<file path="src/rtl/regfile_pkg.sv">
// Shared defaults and types for the multi-read-port register file.
// Optional build macro used by the register file: REGFILE_BYPASS_EN.
package regfile_pkg;

  localparam int DATA_W_DEF = 32;
  localparam int ADDR_W_DEF = 5;

  // Architectural zero register: never written, always reads as 0.
  localparam int ZERO_REG = 0;

  typedef logic [DATA_W_DEF-1:0] word_t;
  typedef logic [ADDR_W_DEF-1:0] addr_t;

endpackage

</file>
<file path="src/rtl/regfile_rd_port.sv">
// One registered read port: address decode, zero/range masking,
// optional write-through bypass and the ren-gated output register.
// Macro REGFILE_BYPASS_EN: when defined, a same-edge write to the read
// address is forwarded to rdata.
module regfile_rd_port
  import regfile_pkg::*;
#(
  parameter int DATA_W = DATA_W_DEF,
  parameter int ADDR_W = ADDR_W_DEF,
  parameter int DEPTH  = 32
) (
  input  logic                    clk,
  input  logic                    rst_n,
  input  logic                    ren,
  input  logic [ADDR_W-1:0]       raddr,
  input  logic                    we,
  input  logic [ADDR_W-1:0]       waddr,
  input  logic [DATA_W-1:0]       wdata,
  input  logic [DEPTH*DATA_W-1:0] mem_flat,
  output logic [DATA_W-1:0]       rdata
);

  logic [DATA_W-1:0] sel_val;
  logic              byp_hit;
  logic [DATA_W-1:0] rdata_d;
  logic [DATA_W-1:0] rdata_q;

  // Register 0 is never stored, so its slice of the bus is not looked at.
  logic unused_zero_slice;
  assign unused_zero_slice = ^mem_flat[ZERO_REG*DATA_W +: DATA_W];

  // Decode the read address; address 0 and out-of-range addresses match
  // no entry and therefore read as zero.
  always_comb begin
    sel_val = '0;
    for (int k = ZERO_REG + 1; k < DEPTH; k++) begin
      if (32'(raddr) == k) begin
        sel_val = mem_flat[k*DATA_W +: DATA_W];
      end
    end
  end

`ifdef REGFILE_BYPASS_EN
  // Forward a same-edge write only when it targets a real register.
  always_comb begin
    byp_hit = we && (raddr == waddr) &&
              (32'(waddr) != ZERO_REG) && (32'(waddr) < DEPTH);
  end
`else
  // Without bypass a same-edge collision returns the stored (old) value.
  logic unused_wr;
  assign unused_wr = ^{we, waddr, wdata};
  always_comb begin
    byp_hit = 1'b0;
  end
`endif

  // Capture on enabled cycles, hold the previous value on stall.
  always_comb begin
    rdata_d = rdata_q;
    if (ren) begin
      rdata_d = byp_hit ? wdata : sel_val;
    end
  end

  // Output register, cleared asynchronously.
  always_ff @(posedge clk or negedge rst_n) begin
    if (!rst_n) begin
      rdata_q <= '0;
    end else begin
      rdata_q <= rdata_d;
    end
  end

  assign rdata = rdata_q;

endmodule

</file>
<file path="src/rtl/regfile_mrp.sv">
// Multi-read-port register file for the pipelined MIPS datapath.
// Owns storage and the WB write port; NUM_RD registered read ports.
// Macro REGFILE_BYPASS_EN enables write-to-read forwarding in each port.
module regfile_mrp
  import regfile_pkg::*;
#(
  parameter int DATA_W = DATA_W_DEF,
  parameter int ADDR_W = ADDR_W_DEF,
  parameter int DEPTH  = 32,
  parameter int NUM_RD = 2
) (
  input  logic                     clk,
  input  logic                     rst_n,
  input  logic                     we,
  input  logic [ADDR_W-1:0]        waddr,
  input  logic [DATA_W-1:0]        wdata,
  input  logic [NUM_RD-1:0]        ren,
  input  logic [NUM_RD*ADDR_W-1:0] raddr,
  output logic [NUM_RD*DATA_W-1:0] rdata
);

  logic [DATA_W-1:0]       mem_d [DEPTH];
  logic [DATA_W-1:0]       mem_q [DEPTH];
  logic [DEPTH*DATA_W-1:0] mem_flat;

  // Write decode: register 0 stays zero, out-of-range writes hit nothing.
  always_comb begin
    mem_d[ZERO_REG] = '0;
    for (int k = ZERO_REG + 1; k < DEPTH; k++) begin
      mem_d[k] = (we && (32'(waddr) == k)) ? wdata : mem_q[k];
    end
  end

  // Storage array, cleared asynchronously.
  always_ff @(posedge clk or negedge rst_n) begin
    if (!rst_n) begin
      for (int k = 0; k < DEPTH; k++) begin
        mem_q[k] <= '0;
      end
    end else begin
      for (int k = 0; k < DEPTH; k++) begin
        mem_q[k] <= mem_d[k];
      end
    end
  end

  genvar gi;
  generate
    for (gi = 0; gi < DEPTH; gi++) begin : g_flat
      assign mem_flat[gi*DATA_W +: DATA_W] = mem_q[gi];
    end

    for (gi = 0; gi < NUM_RD; gi++) begin : g_rd
      regfile_rd_port #(
        .DATA_W (DATA_W),
        .ADDR_W (ADDR_W),
        .DEPTH  (DEPTH)
      ) u_rd_port (
        .clk      (clk),
        .rst_n    (rst_n),
        .ren      (ren[gi]),
        .raddr    (raddr[gi*ADDR_W +: ADDR_W]),
        .we       (we),
        .waddr    (waddr),
        .wdata    (wdata),
        .mem_flat (mem_flat),
        .rdata    (rdata[gi*DATA_W +: DATA_W])
      );
    end
  endgenerate

endmodule

</file>
<file path="config.mk">
export PLATFORM = sky130hd
export DESIGN_NAME = regfile_mrp
export DESIGN_NICKNAME = d
export VERILOG_FILES = /design/src/rtl/regfile_pkg.sv /design/src/rtl/regfile_rd_port.sv /design/src/rtl/regfile_mrp.sv
export SDC_FILE = /design/constraint.sdc
export NUM_CORES = 2
export LEC_CHECK = 0
export ABC_AREA = 1
export CAP_MARGIN = 0
export CORE_ASPECT_RATIO = 0.6
export CORE_UTILIZATION = 36
export CTS_CLUSTER_SIZE = 25
export DETAILED_ROUTE_END_ITERATION = 10
export GPL_TIMING_DRIVEN = 0
export PLACE_DENSITY_LB_ADDON = 0.15
export SETUP_SLACK_MARGIN = 0.02
export SKIP_LAST_GASP = 1
export SLEW_MARGIN = 10
export SYNTH_ARGS = -nofsm -noshare
export SYNTH_HDL_FRONTEND = slang
export SYNTH_SLANG_ARGS = --single-unit
</file>
<file path="constraint.sdc">
create_clock -name clk -period 4 [get_ports clk]
set_input_delay 0.6 -clock clk [delete_from_list [all_inputs] [get_ports clk]]
set_output_delay 0.6 -clock clk [all_outputs]
set_load 0.1 [all_outputs]
</file>
==> reports/qor.yml <==
violations: "negative setup slack"
overflow: 0
grt_max_degree: 150
tritoncts: "built"
grt_pass1_vias: 49700
rsz0062_at_grt: "yes"
layout_common_cells: "nand2_1 (2705), o21ai_0 (1133), dfrtp_1 (1056)"
place_inst: 9442
die_h_um: 300
yosys_warnings: 0
syn_inst: 7396
cp.required_ns: 4.63
via_count: 55300
syn_avg_cell_area_um2: 7.18
yosysTopAreaCell: "dfrtp_1"
numCtsBuffers: 109
min-delay-path-class: "flip-flop to flip-flop"
yosysTopAreaCellShare: 0.497
synth.distinct_cells: 25
clock_sinks: 1056
peakVddDrop_v: 0.000297
crit_arrival_ns: 5.06
gp_congestion: 1.03
max_slew_margin: 0.0502
preCtsSetupSlack_ns: -2.21
fin_cells: 9711
crit_buf_inv: 4
cap_violations: 0
port-buffer-count: 113
dpl.hpwl_um: 209000
cts.path.max_buffers: 3
start_util: 0.365
yosysSeqAreaShare: 0.497
setup_viol: 26
cts-root-buf: "clkbuf_16"
antenna_found_initial: 26
first_iter_violations: 7764
crit_fanout: 10
dieArea_um2: 149000
crit_type: "input pin to flip-flop"
crit_top_cell: "nand4_1"
wire_per_inst_um: 28.0
nFillCells: 15100
tightest_slew_ns: 1.42
finClkSkew_ns: 0.0272
nets: 7730
design.core.area_um2: 146000
slew_viol_final: 0
syn_nets: 7448
endpoint_kind: "flip-flop"
routed_wl_um: 272000
cellLeakagePower_nw: 28.1
clock_latency_ns: 0.75
htree_levels: 3
final_common_cell: "nand2_1"
worstPathCellList: "buf_6, inv_2, nor2_1, nand3_2, clkinv_4, buf_2, nand2_1, nand4_1, nor2_4, nand4_1, nor2_1, nand4_1, nor2_1, nand4_1, nor2_2, nand4_1, nor2_1, nand4_1, nand2_1, nand2_1"
route.detailed.drc: 0
holdWs_ns: 0.480
p_per_area_nw_per_um2: 505
synth.area.top_cells: "dfrtp_1 (50%), nand2_1 (19%), o21ai_0 (11%)"
dr.pass1.iters: 6
ys_seq_elements: 1056
synthToLayoutAreaGrowth_pct: 17.3
cp_slowest_stage_delay_ns: 0.58
synth.cell_area_um2: 53100
critPathLaunchType: "input pin"
layout_min_cycle_time_ns: 4.43
grt_first_pass_wirelength_um: 376000
status: "complete, but fails checks"
max_freq_mhz: 226
grtUsageTotal: 0.356
rows: 108
worst_slack_ns: -0.426
clk_pin_slew_ns: 0.06
slowest_stage: "nand4_1"
post-route-period-util: 1.11
hold_viol_final: 0
viasPerCell: 5.69
path_delay_family: "simple AND/OR/NAND/NOR gates"
ant_nets: 0
die_w_um: 498
ios: 116
layout-drive-gt1-share: 0.0691
==> state kept, by name, indices dropped and copies added, names as in the netlist <==
signal / flops
mem_flat: 992
g_rd.u_rd_port.rdata: 64
==> per-stage QoR <==
stage	instance area [um2]	setup TNS [ns]	util	power, W
after floorplan	53100	0	-	0.0173
after global placement	56700	-	0.389	0.0199
after detailed placement	56900	-147.25	0.391	0.0200
after CTS	61400	0	0.422	0.0311
after global routing	62300	-1.78	0.428	0.0326
final	62300	-2.73	0.428	0.0315
==> final timing paths <==
kind,depth (start not counted),endpoint,from,slack (ns)
max in group asynchronous,7,mem_flat[724],rst_n,0.65
worst max register to register,18,g_rd[1].u_rd_port.rdata[14],mem_flat[78],-0.38
worst min-delay path,2,g_rd[0].u_rd_port.rdata[14],g_rd[0].u_rd_port.rdata[14],0.48
min in group asynchronous,3,mem_flat[357],rst_n,0.56
worst max-delay path,20,g_rd[1].u_rd_port.rdata[14],raddr[8],-0.43
worst min register to register,2,g_rd[0].u_rd_port.rdata[14],g_rd[0].u_rd_port.rdata[14],0.48
==> metal layers <==
layer | global-route usage | vias to the layer above | share of wire
li1 | - | 24200 | -
met4 | 0.0849 | 6 | 0.025
met5 | 0.00908 | - | 0.00082
met1 | 0.532 | 27700 | 0.45
met2 | 0.446 | 3050 | 0.37
met3 | 0.172 | 348 | 0.15
==> report_power, final <==
group          internal, W  switching [W]  total (W)  leakage, nW
clock network      0.00629        0.00491     0.0112         1.88
logic              0.00160        0.00440    0.00601         12.5
registers           0.0127        0.00158     0.0142         13.7
total               0.0206         0.0109     0.0315         28.1
==> worst min-delay path, stage by stage, from the launching register on <==
cell     delay, ns
dfrtp_1       0.34
nand2_1       0.06
nand2_1       0.05
==> logic make-up (layout without fill, tap and decap cells) <==
logic type / Yosys count / count (layout) / share of synthesized area
compound gates: 1212 / 1212 / 0.114
buf+inv: 1064 / 1439 / 0.0762
flops: 1056 / 1056 / 0.497
other cells: 0 / 15 / 0
simple gates: 4064 / 4064 / 0.312
==> timing repair <==
item	in CTS	in global routing
endpoints found under the setup margin	64	172
gates resized for setup	240	215
endpoints found under the hold margin	90	0
pin swaps	77	155
gates cloned	0	3
hold buffers	2	0
buffers inserted	14	33
==> synth_stat cells <==
cell type / number
dfrtp_1: 1056
a21oi_1: 78
nand2_1: 2734
nand2_2: 1
or2_2: 22
nand4_1: 441
nor3b_1: 2
o21ai_0: 1133
buf_6: 1
buf_1: 2
nor3_2: 2
clkbuf_1: 449
buf_2: 34
and3_1: 1
nand3_1: 44
nor3_1: 30
nor2_2: 6
inv_1: 559
inv_2: 12
clkinv_1: 6
o2111ai_1: 1
buf_4: 1
nor2_1: 772
or2_0: 5
nand3_2: 4
==> final cells by class <==
class | instances | area (um2) | area share
multi-input cells | 5276 | 23400 | 0.376
clock inverters | 44 | 482 | 0.00773
well taps | 1925 | 2410 | 0.0386
plain buffers | 486 | 2130 | 0.0342
repair buffers | 172 | 1890 | 0.0303
inverters | 577 | 2230 | 0.0358
flip-flops and latches | 1056 | 26400 | 0.424
clock buffers | 160 | 3300 | 0.0530
diodes | 15 | 37.5 | 0.000602
Power figures use the tool's default switching activity.
